**src/rtl/demux8_slice.sv**
```systemverilog
// demux8_slice: 1-to-8 valid/ready demultiplexer with a one-entry buffer per channel.
// A broadcast beat is written to all eight channels once every channel can take it.
module demux8_slice #(
  parameter int DATA_WIDTH = 32
) (
  input  logic                    clk,
  input  logic                    rst_n,
  input  logic                    in_valid,
  output logic                    in_ready,
  input  logic [2:0]              in_sel,
  input  logic                    in_bcast,
  input  logic [DATA_WIDTH-1:0]   in_data,
  output logic [7:0]              out_valid,
  input  logic [7:0]              out_ready,
  output logic [8*DATA_WIDTH-1:0] out_data,
  output logic                    busy
);

  logic [7:0]                 full_q;
  logic [7:0]                 full_d;
  logic [7:0][DATA_WIDTH-1:0] buf_q;
  logic [7:0][DATA_WIDTH-1:0] buf_d;
  logic                       busy_q;
  logic                       busy_d;

  logic [7:0] free_s;
  logic [7:0] drain_s;
  logic [7:0] target_s;
  logic [7:0] write_s;
  logic       sel_free_s;
  logic       in_ready_s;
  logic       accept_s;

  // Next-state: a channel is free when empty or being drained this cycle,
  // which lets a single-entry buffer sustain one beat per cycle.
  always_comb begin
    free_s  = ~full_q | out_ready;
    drain_s = full_q & out_ready;
    if (in_bcast) begin
      target_s   = 8'hFF;
      sel_free_s = &free_s;
    end else begin
      target_s   = 8'h01 << in_sel;
      sel_free_s = free_s[in_sel];
    end
    in_ready_s = rst_n & sel_free_s;
    accept_s   = in_valid & in_ready_s;
    if (accept_s) begin
      write_s = target_s;
    end else begin
      write_s = 8'h00;
    end
    full_d = (full_q & ~drain_s) | write_s;
    buf_d  = buf_q;
    for (int i = 0; i < 8; i++) begin
      if (write_s[i]) begin
        buf_d[i] = in_data;
      end else begin
        buf_d[i] = buf_q[i];
      end
    end
    busy_d = |full_d;
  end

  // State registers; reset discards any buffered beats immediately.
  always_ff @(posedge clk or negedge rst_n) begin
    if (!rst_n) begin
      full_q <= 8'h00;
      buf_q  <= '0;
      busy_q <= 1'b0;
    end else begin
      full_q <= full_d;
      buf_q  <= buf_d;
      busy_q <= busy_d;
    end
  end

  assign in_ready  = in_ready_s;
  assign out_valid = full_q;
  assign out_data  = buf_q;
  assign busy      = busy_q;

endmodule

```
**config.mk**
```make
export PLATFORM = sky130hd
export DESIGN_NAME = demux8_slice
export DESIGN_NICKNAME = d
export VERILOG_FILES = /design/src/rtl/demux8_slice.sv
export SDC_FILE = /design/constraint.sdc
export NUM_CORES = 1
export LEC_CHECK = 0
export BUFFER_PORTS_ARGS = -buffer_cell sky130_fd_sc_hd__buf_2
export CAP_MARGIN = 40
export CORE_UTILIZATION = 50
export DETAILED_ROUTE_END_ITERATION = 10
export PLACE_DENSITY = 0.76
export SYNTH_ARGS = -nofsm -noshare
export SYNTH_HDL_FRONTEND = slang
export SYNTH_SLANG_ARGS = --single-unit
```
**constraint.sdc**
```tcl
create_clock -name clk -period 2.9 [get_ports clk]
set_input_delay 0.58 -clock clk [delete_from_list [all_inputs] [get_ports clk]]
set_output_delay 0.58 -clock clk [all_outputs]
set_load 0.1 [all_outputs]
```
==> impl_results.md, run 1 <==
* Status: complete, no violations
* Number of DRC markers in iteration 0 at 792
* Largest net degree at the start of global routing at 158
* Clock skew at 0.0195 ns
* CTS clock-pin slew for the worst setup and hold paths at 0.06 ns
* CTS tree: built
* Setup WS pre-CTS at 0.259 ns
* TritonCTS Sinks at 265
* Area grow syn2layout at 25.1%
* CP arrival at 2.03 ns
* DRT Pass-1 Iters at 5
* Synthesized area at 11700 um^2
* Chip height at 155 um
* First-pass GRT wire length at 51800 um
* Die width at 155 um
* Synth Warn # at 0
* Worst Hold Class: input port to asynchronous set/reset pin
* # nets final at 1260
* Sequential area share after synthesis at 0.567
* Cell count after synthesis at 929
* Storage element area at 6640 um^2
* Latest clock arrival within the worst-skew pair at 0.53 ns
* Average size of a mapped cell at 12.6 um^2
* Tightest Pin Transition at 0.869 ns
* IO Pins at 313
* Post-DP HPWL at 20500 um
* Final worst slack at 0.288 ns
* Vias in the first global route at 9227
* Max FO, Critical Path at 10
* Critical path's largest stage delay at 0.52 ns
* Cts-stage hold buffer count at 0
* Num CTS Buffers at 29
* Placed insts at 1491
* Critical path capture point type: output pin
* Slew HR at 0.419
* WL/cell at 21.3 um
* Die ar. at 24000 um^2
* Root Buffer Master: clkbuf_16
* Area taken by multi-input logic gates at 4720 um^2
* Unrepaired setup endpoints after global routing: false
* Max Cap Violations at 0
* Netlist cell types at 36
* Fillers at 1758
* Max Fclk at 0.383 GHz
* Row cnt at 55
* Final Hold Viols at 0
* H-tree depth at 1
* Antenna-violating nets left at 0
* Total GRT Usage at 0.272
* Final Wtd Congestion at 0.845
* Share of layout cells above drive strength 1 at 0.463
* GR Overflow Total at 0
* Final std cells w/o fill at 1543
* FF+latch count, synth at 265
* Reg2reg start: out_valid[0]
* Syn_nets at 976
* Crit path from: out_valid[6]
* Startpoint Class: register
* Post-DR vias/cell at 6.07
* Setup TNS at 0 ns
* Port bufs at 312
* Initial antenna violation count at 0
* CP required at 2.32 ns
* Core area at 22800 um^2
* Ant. Diodes at 0
* Vias at 9365
* Final Max Slew Viols at 0
* Starting Density at 0.514
* WS Path Type: register to output pin
* Final period utilization at 0.901
* Setup-violating endpoint count in the final report at 0
* Residual DRC at 0
* Final worst path period need at 2.61 ns
* Max clock buf depth at 3
* CP max-delay cell: or3_4
* WL final at 32800 um
* CP cell instances: nand2b_1, o2111ai_1, or3_4, nand2_2, buf_12
==> worst max-delay path, delay by kind of cell (launching register included) <==
kind	cells	cell delay [ns]
simple gates	3	0.78
flops	1	0.39
buf+inv	1	0.17
compound gates	1	0.15
==> through the flow <==
step | area (um^2) | utilization | hold WS [ns]
floorplan | 11700 | - | 0.284
global placement | 13600 | 0.599 | 0.482
detailed placement | 13700 | 0.600 | 0.487
CTS | 14600 | 0.641 | 0.0876
global route | 14600 | 0.642 | 0.117
finish | 14600 | 0.642 | 0.103
==> cells by family after synthesis <==
| logic type | share of synthesized area |
|---|---|
| buffers and inverters | 0.0351 |
| muxes | 0.154 |
| and+or+nand+nor | 0.0720 |
| DFF | 0.567 |
| AOI/OAI and AO/OA | 0.172 |
==> final timing paths <==
check,cells after the start,slack [ns],endpoint
setup / recovery,5,0.29,in_ready
hold / removal,2,0.10,out_data[93]
setup reg to reg,6,0.65,out_data[152]
hold reg to reg,1,0.50,out_data[96]
max in group asynchronous,3,1.62,out_data[202]
min in group clk,3,0.39,out_valid[5]
==> cell usage in the layout, fill, tap and decap left out, types with 5 or more instances in the layout <==
cell	count
mux2_2	160
clkbuf_1	6
buf_12	10
nand2b_1	11
o2bb2ai_1	62
clkbuf_16	29
nand3_1	96
buf_2	309
nor2_1	7
a311o_1	93
dfrtp_2	8
dfrtp_1	257
nand4_1	5
nand2_1	40
a21oi_1	34
buf_4	19
o21ai_0	33
==> Yosys cell counts <==
cell,instances,area share
dfrtp_1,265,0.57
mux2_2,160,0.15
nand3_1,96,0.041
a311o_1,93,0.080
o2bb2ai_1,62,0.046
clkbuf_1,50,0.016
nand2_1,44,0.014
a21oi_1,34,0.015
o21ai_0,33,0.014
buf_2,28,0.012
nand2b_1,11,0.0059
nor2_1,7,0.0022
nand4_1,5,0.0027
buf_6,4,0.0038
a2bb2oi_1,3,0.0022
buf_4,3,0.0019
o211ai_1,3,0.0019
o221ai_2,3,0.0038
a21o_1,2,0.0013
a31o_2,2,0.0015
buf_1,2,0.00064
inv_1,2,0.00064
o21ai_1,2,0.00086
o22ai_1,2,0.0011
or3_1,2,0.0011
a21oi_4,1,0.0014
a31oi_1,1,0.00054
nor2_2,1,0.00054
nor2b_1,1,0.00054
nor3_2,1,0.00086
nor4_4,1,0.0018
o2111ai_1,1,0.00075
o211ai_2,1,0.0011
o22ai_2,1,0.0011
or2_2,1,0.00054
or4_1,1,0.00064
==> layout make-up <==
class	instances	share of cell area
Sequential cell	265	0.454
Clock buffer	36	0.0521
Tap cell	313	0.0268
Multi-Input combinational cell	575	0.323
Inverter	2	0.000513
Clock inverter	12	0.0119
Timing Repair Buffer	340	0.132
==> registers in the layout, summed over array words and instances (netlist names) <==
register / cells
busy: 1
out_data: 256
out_valid: 8
==> routing by layer <==
metal | global-route usage | vias to the layer above | wire (um)
met1 | 0.364 | 4740 | 13700
met4 | 0.0858 | 0 | 750
li1 | - | 4152 | -
met3 | 0.0546 | 61 | 2670
met2 | 0.449 | 412 | 15700
met5 | 0 | - | 0
==> what timing repair did <==
item	4_1_cts	5_1_grt
setup endpoints to repair	0	1
setup buffers	0	4
gates resized for setup	0	0
endpoints found under the hold margin	0	0
Power of run 1 is left out: the tool's default activity adds up to more than one toggle a clock period on the data nets, which glitch-free logic cannot reach.
==> run 2: changes to the inputs <==
==> config.mk (replaced) <==
export PLATFORM = sky130hd
export DESIGN_NAME = demux8_slice
export DESIGN_NICKNAME = d
export VERILOG_FILES = /design/src/rtl/demux8_slice.sv
export SDC_FILE = /design/constraint.sdc
export NUM_CORES = 1
export LEC_CHECK = 0
export ABC_AREA = 1
export BUFFER_PORTS_ARGS = -buffer_cell sky130_fd_sc_hd__clkbuf_2
export CAP_MARGIN = 40
export CORE_UTILIZATION = 50
export DETAILED_ROUTE_END_ITERATION = 10
export PLACE_DENSITY = 0.78
export SYNTH_ARGS = -nofsm -noshare
export SYNTH_HDL_FRONTEND = slang
export SYNTH_SLANG_ARGS = --single-unit
==> run 2 against run 1 <==
  * First-iteration DRC count decreased by 29%
  * Via count decreased by 3.7%
  * Clock skew decreased by 0.010 ns
  * Clock-buffer cell count increased by 8
  * Flip-flop and latch count unchanged
  * Synthesized area decreased by 11%
  * Register-to-register slack improved by 0.05 ns
  * Hold slack improved by 0.27 ns
  * Sequential share of layout area increased by 5.9 points
  * Die area decreased by 11%
  * Utilization decreased by 0.70 points
  * Critical endpoint unchanged
  * Highest routed layer unchanged
==> impl_results.md, run 2 <==
* Synthesized area at 10400 um^2 (-11%)
* Status: complete, no violations
* Largest cells by area after synthesis: dfrtp_1 (64%), nand2_1 (29%), buf_2 (2.6%)
* Cell count after synthesis at 1213 (+31%)
* Setup-violating endpoint count in the final report at 0 (unchanged)
* Clock skew at 0.00909 ns (-0.0104 ns)
* H-tree depth at 1 (unchanged)
* Final period utilization at 0.955 (+0.0542)
* Setup crit end: in_ready
* Root Buffer Master: clkbuf_16
* Area grow syn2layout at 23.9%
* FF-to-FF End: out_data[60]
* GR Overflow Total at 0 (unchanged)
* Critical path capture point type: output pin
* Final std cells w/o fill at 1783 (+16%)
* Commonest non-fill, non-tap cell in the layout: nand2_1
* Synth cell count leaders: nand2_1 (799), dfrtp_1 (265), buf_2 (54)
* # nets final at 1542 (+22%)
* Final Max Slew Viols at 0 (unchanged)
* R2r setup slk at 0.70 ns (+0.05 ns)
* Post-DP HPWL at 20800 um (+1.7%)
* Final Hold Viols at 0 (unchanged)
* Final worst path period need at 2.77 ns (+0.157 ns)
* Cts repair resizes at 0 (unchanged)
* Residual DRC at 0 (unchanged)
* Max FO, Critical Path at 39 (+29)
* Max clock buf depth at 3 (unchanged)
* Share of layout cells above drive strength 1 at 0.256 (-0.207)
* Vias at 9019 (-3.7%)
* Slew HR at 0.484 (+0.0647)
* Die width at 147 um (-5.5%)
* CP required at 2.32 ns (about the same)
* Reg2reg start: out_valid[0]
* Placed Area at 12100 um^2 (-12%)
* Latest clock arrival within the worst-skew pair at 0.52 ns (about the same)
* Final worst slack at 0.130 ns (-0.157 ns)
* Unrepaired setup endpoints after global routing: false
* Core area at 20400 um^2 (-11%)
* Sequential area share after synthesis at 0.635 (+0.0683)
* First-pass GRT wire length at 49300 um (-4.8%)
* Max Cap Violations at 0 (unchanged)
* Netlist cell types at 17 (-53%)
* Setup TNS at 0 ns (unchanged)
* Setup WS pre-CTS at 0.409 ns (+0.151 ns)
* WS Path Type: input port to output pin
* Total GRT Usage at 0.297 (+0.0244)
* Worst Hold Class: input port to register
* IO Pins at 313 (unchanged)
* CP cell instances: dlygate4sd3_1, buf_8, inv_1, a21oi_4, nand2_1, inv_1, buf_12
* Crit path from: rst_n
* Syn_nets at 1260 (+29%)
* Most frequent cells in the layout: nand2_1 (799), clkbuf_2 (310), dfrtp_1 (265)
* WL/cell at 17.6 um (-17%)
* Largest net degree at the start of global routing at 143 (-9.5%)
* CP max-delay cell: dlygate4sd3_1
* Row cnt at 52 (-5.5%)
* Max Fclk at 0.361 GHz (-5.7%)
* DRT Pass-1 Iters at 6 (+1)
* Initial antenna violation count at 0 (unchanged)
* Chip height at 147 um (-5.5%)
* Startpoint Class: input port
* EDFF count, synth at 0 (unchanged)
* FF+latch count, synth at 265 (unchanged)
* CP arrival at 2.19 ns (+0.16 ns)
* Port bufs at 312 (unchanged)
* Max FFs per register at 256 (unchanged)
* Fillers at 1729 (-1.6%)
* Count leader, synth: nand2_1
* Synth area leader: dfrtp_1
* WL final at 31400 um (-4.5%)
* Ant. Diodes at 0 (unchanged)
* Synth Warn # at 0 (unchanged)
* CTS tree: built
* Critical path's largest stage delay at 0.57 ns (+0.05 ns)
* CTS clock-pin slew for the worst setup and hold paths at 0.06 ns (about the same)
* Finished Cell Area at 12900 um^2 (-12%)
* Antenna-violating nets left at 0 (unchanged)
* Die ar. at 21500 um^2 (-11%)
* TritonCTS Sinks at 265 (unchanged)
* Ys flop type: dfrtp_1
* Most used cell, CP: inv_1
* Final Wtd Congestion at 0.859 (+1.7%)
* Post-synth top area share at 0.635 (+0.0683)
* Post-DR vias/cell at 5.06 (-17%)
* Tightest Pin Transition at 0.775 ns (-0.0939 ns)
* Average size of a mapped cell at 8.61 um^2 (-32%)
* Starting Density at 0.513 (-0.000871)
* Num CTS Buffers at 27 (-6.9%)
* Ys async rst share at 1.00 (unchanged)
* Vias in the first global route at 8922 (-3.3%)
* Placed insts at 1730 (+16%)
* Reg2Reg Depth at 10 (+4)
* Number of DRC markers in iteration 0 at 566 (-29%)
[run 2: critical path, delay by kind of cell]
family	cells	cell delay, ns
compound gates	1	0.22
buf+inv	5	1.26
simple gates	1	0.08
[run 2: worst min-delay path by stage]
stage	from	endpoint	slack, ns	cells past startpoint
after floorplan	rst_n	busy	0.28	0
after global placement	out_data[77]	out_data[77]	0.46	2
after detailed placement	out_data[69]	out_data[69]	0.46	2
after CTS	out_ready[0]	out_valid[0]	0.35	4
after global routing	out_ready[5]	out_valid[5]	0.39	4
final	out_ready[7]	out_valid[7]	0.37	4
[run 2: logic make-up after synthesis]
kind of cell           synth area share
AO/OA/AOI/OAI                   0.00539
buffers and inverters            0.0532
flip-flops                        0.635
AND/OR/NAND/NOR                   0.306
[run 2: layout make-up]
type | count | area [um^2] | share of cell area
multi-input cells | 838 | 3260 | 0.252
clock inverters | 3 | 17.5 | 0.00135
inverters | 29 | 109 | 0.00841
repair buffers | 334 | 1780 | 0.137
flip-flops and latches | 265 | 6630 | 0.512
clock buffers | 44 | 810 | 0.0626
well taps | 270 | 338 | 0.0261
[run 2: routing by layer]
layer,global-route usage,vias up,wire [um]
met5,0,-,0
met4,0.115,0,1210
met3,0.0603,78,2830
met2,0.490,423,14900
met1,0.387,4328,12400
li1,-,4190,-
[run 2: metrics by stage]
| stage | hold WS (ns) | util |
|---|---|---|
| 6_report | 0.372 | 0.635 |
| 4_1_cts | 0.354 | 0.634 |
| 3_3_place_gp | 0.461 | 0.592 |
| 5_1_grt | 0.386 | 0.635 |
| 3_5_place_dp | 0.464 | 0.592 |
| 2_1_floorplan | 0.284 | - |
[run 2: repair_timing]
action                                  CTS  global route
endpoints found under the setup margin    0             1
endpoints found under the hold margin    35             0
hold buffers                              1             0
buffers inserted                          0             5
Power of run 2 is left out for the same reason.
==> run 3: changes to the inputs <==
--- a/config.mk
+++ b/config.mk
@@ -5,12 +5,11 @@
 export SDC_FILE = /design/constraint.sdc
 export NUM_CORES = 1
 export LEC_CHECK = 0
-export ABC_AREA = 1
 export BUFFER_PORTS_ARGS = -buffer_cell sky130_fd_sc_hd__clkbuf_2
 export CAP_MARGIN = 40
 export CORE_UTILIZATION = 50
 export DETAILED_ROUTE_END_ITERATION = 10
-export PLACE_DENSITY = 0.78
+export PLACE_DENSITY = 0.76
 export SYNTH_ARGS = -nofsm -noshare
 export SYNTH_HDL_FRONTEND = slang
 export SYNTH_SLANG_ARGS = --single-unit
==> run 3 against run 2 <==
  * Global-route usage is 1.9 points lower
  * Maximum frequency is 1.1% higher
  * Cell count is 13% lower
  * Register-to-register slack worse by 0.15 ns
  * Worst setup slack better by 0.029 ns
  * Final area is 14% higher
  * Clock-buffer cell count is 4 lower
  * Clock skew is 0.0048 ns higher
  * Hold slack worse by 0.25 ns
  * Critical path type is now register to output pin
  * Largest cell class unchanged
==> impl_results.md, run 3 (synthesis gave the netlist of run 1 again) <==
* Final Max Slew Viols at 0 (unchanged)
* Vias in the first global route at 9312 (+4.4%)
* Residual DRC at 0 (unchanged)
* Crit path from: out_valid[5]
* Initial antenna violation count at 0 (unchanged)
* Final worst path period need at 2.74 ns (-0.0293 ns)
* Startpoint Class: register
* Max clock buf depth at 3 (unchanged)
* WL final at 32900 um (+4.9%)
* Area taken by multi-input logic gates at 4720 um^2 (+45%)
* Antenna-violating nets left at 0 (unchanged)
* H-tree depth at 1 (unchanged)
* WL/cell at 21.2 um (+21%)
* Max FFs per register at 256 (unchanged)
* Post-DR vias/cell at 6.02 (+19%)
* Die width at 155 um (+5.8%)
* Status: complete, no violations
* TritonCTS Sinks at 265 (unchanged)
* Setup TNS at 0 ns (unchanged)
* Final Wtd Congestion at 0.838 (-2.5%)
* Die ar. at 24000 um^2 (+12%)
* Slew HR at 0.437 (-0.0462)
* CTS clock-pin slew for the worst setup and hold paths at 0.06 ns (about the same)
* Storage element area at 6640 um^2 (+0.15%)
* Setup-violating endpoint count in the final report at 0 (unchanged)
* Latest clock arrival within the worst-skew pair at 0.55 ns (+0.03 ns)
* Share of layout cells above drive strength 1 at 0.467 (+0.210)
* Num CTS Buffers at 29 (+7.4%)
* Starting Density at 0.514 (+0.000871)
* Cts-stage hold buffer count at 0 (-1)
* Vias at 9320 (+3.3%)
* # nets final at 1260 (-18%)
* Core area at 22800 um^2 (+12%)
* Final period utilization at 0.945 (-0.0101)
* Ant. Diodes at 0 (unchanged)
* Port bufs at 312 (unchanged)
* Fillers at 1759 (+1.7%)
* CP required at 2.32 ns (about the same)
* Total GRT Usage at 0.277 (-0.0193)
* CP arrival at 2.16 ns (-0.03 ns)
* Chip height at 155 um (+5.8%)
* Post-CTS Setup Bufs at 0 (unchanged)
* CTS tree: built
* IO Pins at 313 (unchanged)
* Unrepaired setup endpoints after global routing: false
* Row cnt at 55 (+5.8%)
* Clock skew at 0.0139 ns (+0.00476 ns)
* Tightest Pin Transition at 0.841 ns (+0.0663 ns)
* WS Path Type: register to output pin
* GR Overflow Total at 0 (unchanged)
* Setup WS pre-CTS at 0.240 ns (-0.169 ns)
* Worst Hold Class: input port to asynchronous set/reset pin
* DRT Pass-1 Iters at 5 (-1)
* First-pass GRT wire length at 52700 um (+6.9%)
* Post-DP HPWL at 20400 um (-2.1%)
* Number of DRC markers in iteration 0 at 654 (+16%)
* Root Buffer Master: clkbuf_16
* Final Hold Viols at 0 (unchanged)
* Reg2reg start: out_valid[5]
* Most frequent cells in the layout: clkbuf_2 (309), dfrtp_1 (257), mux2_2 (160)
* Max FO, Critical Path at 5 (-87%)
* Cts repair resizes at 0 (unchanged)
* Commonest non-fill, non-tap cell in the layout: clkbuf_2
* Max Fclk at 0.365 GHz (+1.1%)
* Critical path capture point type: output pin
* Largest net degree at the start of global routing at 128 (-10%)
* Max Cap Violations at 0 (unchanged)
* Area grow syn2layout at 25.6%
* Final worst slack at 0.160 ns (+0.0293 ns)
* R2r setup slk at 0.55 ns (-0.15 ns)
-- run 3: cell count changes in the layout (fill, tap and decap cells not counted), moves of 11 or more --
cell / change
nand2_1: -759
mux2_2: +160
nand3_1: +94
a311o_1: +93
o2bb2ai_1: +62
a21oi_1: +32
o21ai_0: +27
inv_1: -19
nand2b_1: +11
-- run 3: area by class of cell --
type,count,area share
clock buffers,40,0.0563
multi-input cells,575,0.322
repair buffers,340,0.132
inverters,2,0.000511
clock inverters,14,0.0111
flip-flops and latches,265,0.452
well taps,313,0.0267
-- run 3: final timing paths --
kind | endpoint | depth (start not counted)
worst max-delay path | in_ready | 7
worst min-delay path | out_data[32] | 2
worst max register to register | out_data[207] | 6
worst min register to register | out_data[40] | 1
max in group asynchronous | out_data[46] | 4
min in group clk | out_valid[3] | 3
-- run 3: critical path: stages, from the launching register on --
cell	delay, ns
dfrtp_2	0.40
nand2b_1	0.15
nand4_1	0.25
nor3_2	0.23
buf_4	0.23
nor2_4	0.07
nand2_2	0.10
buf_12	0.18
-- run 3: through the flow --
stage	instances	utilization	area, um^2	hold WS, ns
4_1_cts	1545	0.644	14700	0.168
3_3_place_gp	1489	0.598	13600	0.486
3_5_place_dp	1491	0.600	13700	0.492
6_report	1549	0.645	14700	0.122
5_1_grt	1549	0.645	14700	0.189
2_1_floorplan	929	-	11700	0.284
-- run 3: routing by layer --
| layer | share of wire | GRT usage | up-vias |
|---|---|---|---|
| met3 | 0.083 | 0.0543 | 60 |
| met1 | 0.42 | 0.375 | 4698 |
| met2 | 0.48 | 0.457 | 410 |
| met5 | 0 | 0 | - |
| li1 | - | - | 4152 |
| met4 | 0.023 | 0.0783 | 0 |
Power of run 3 is left out for the same reason.
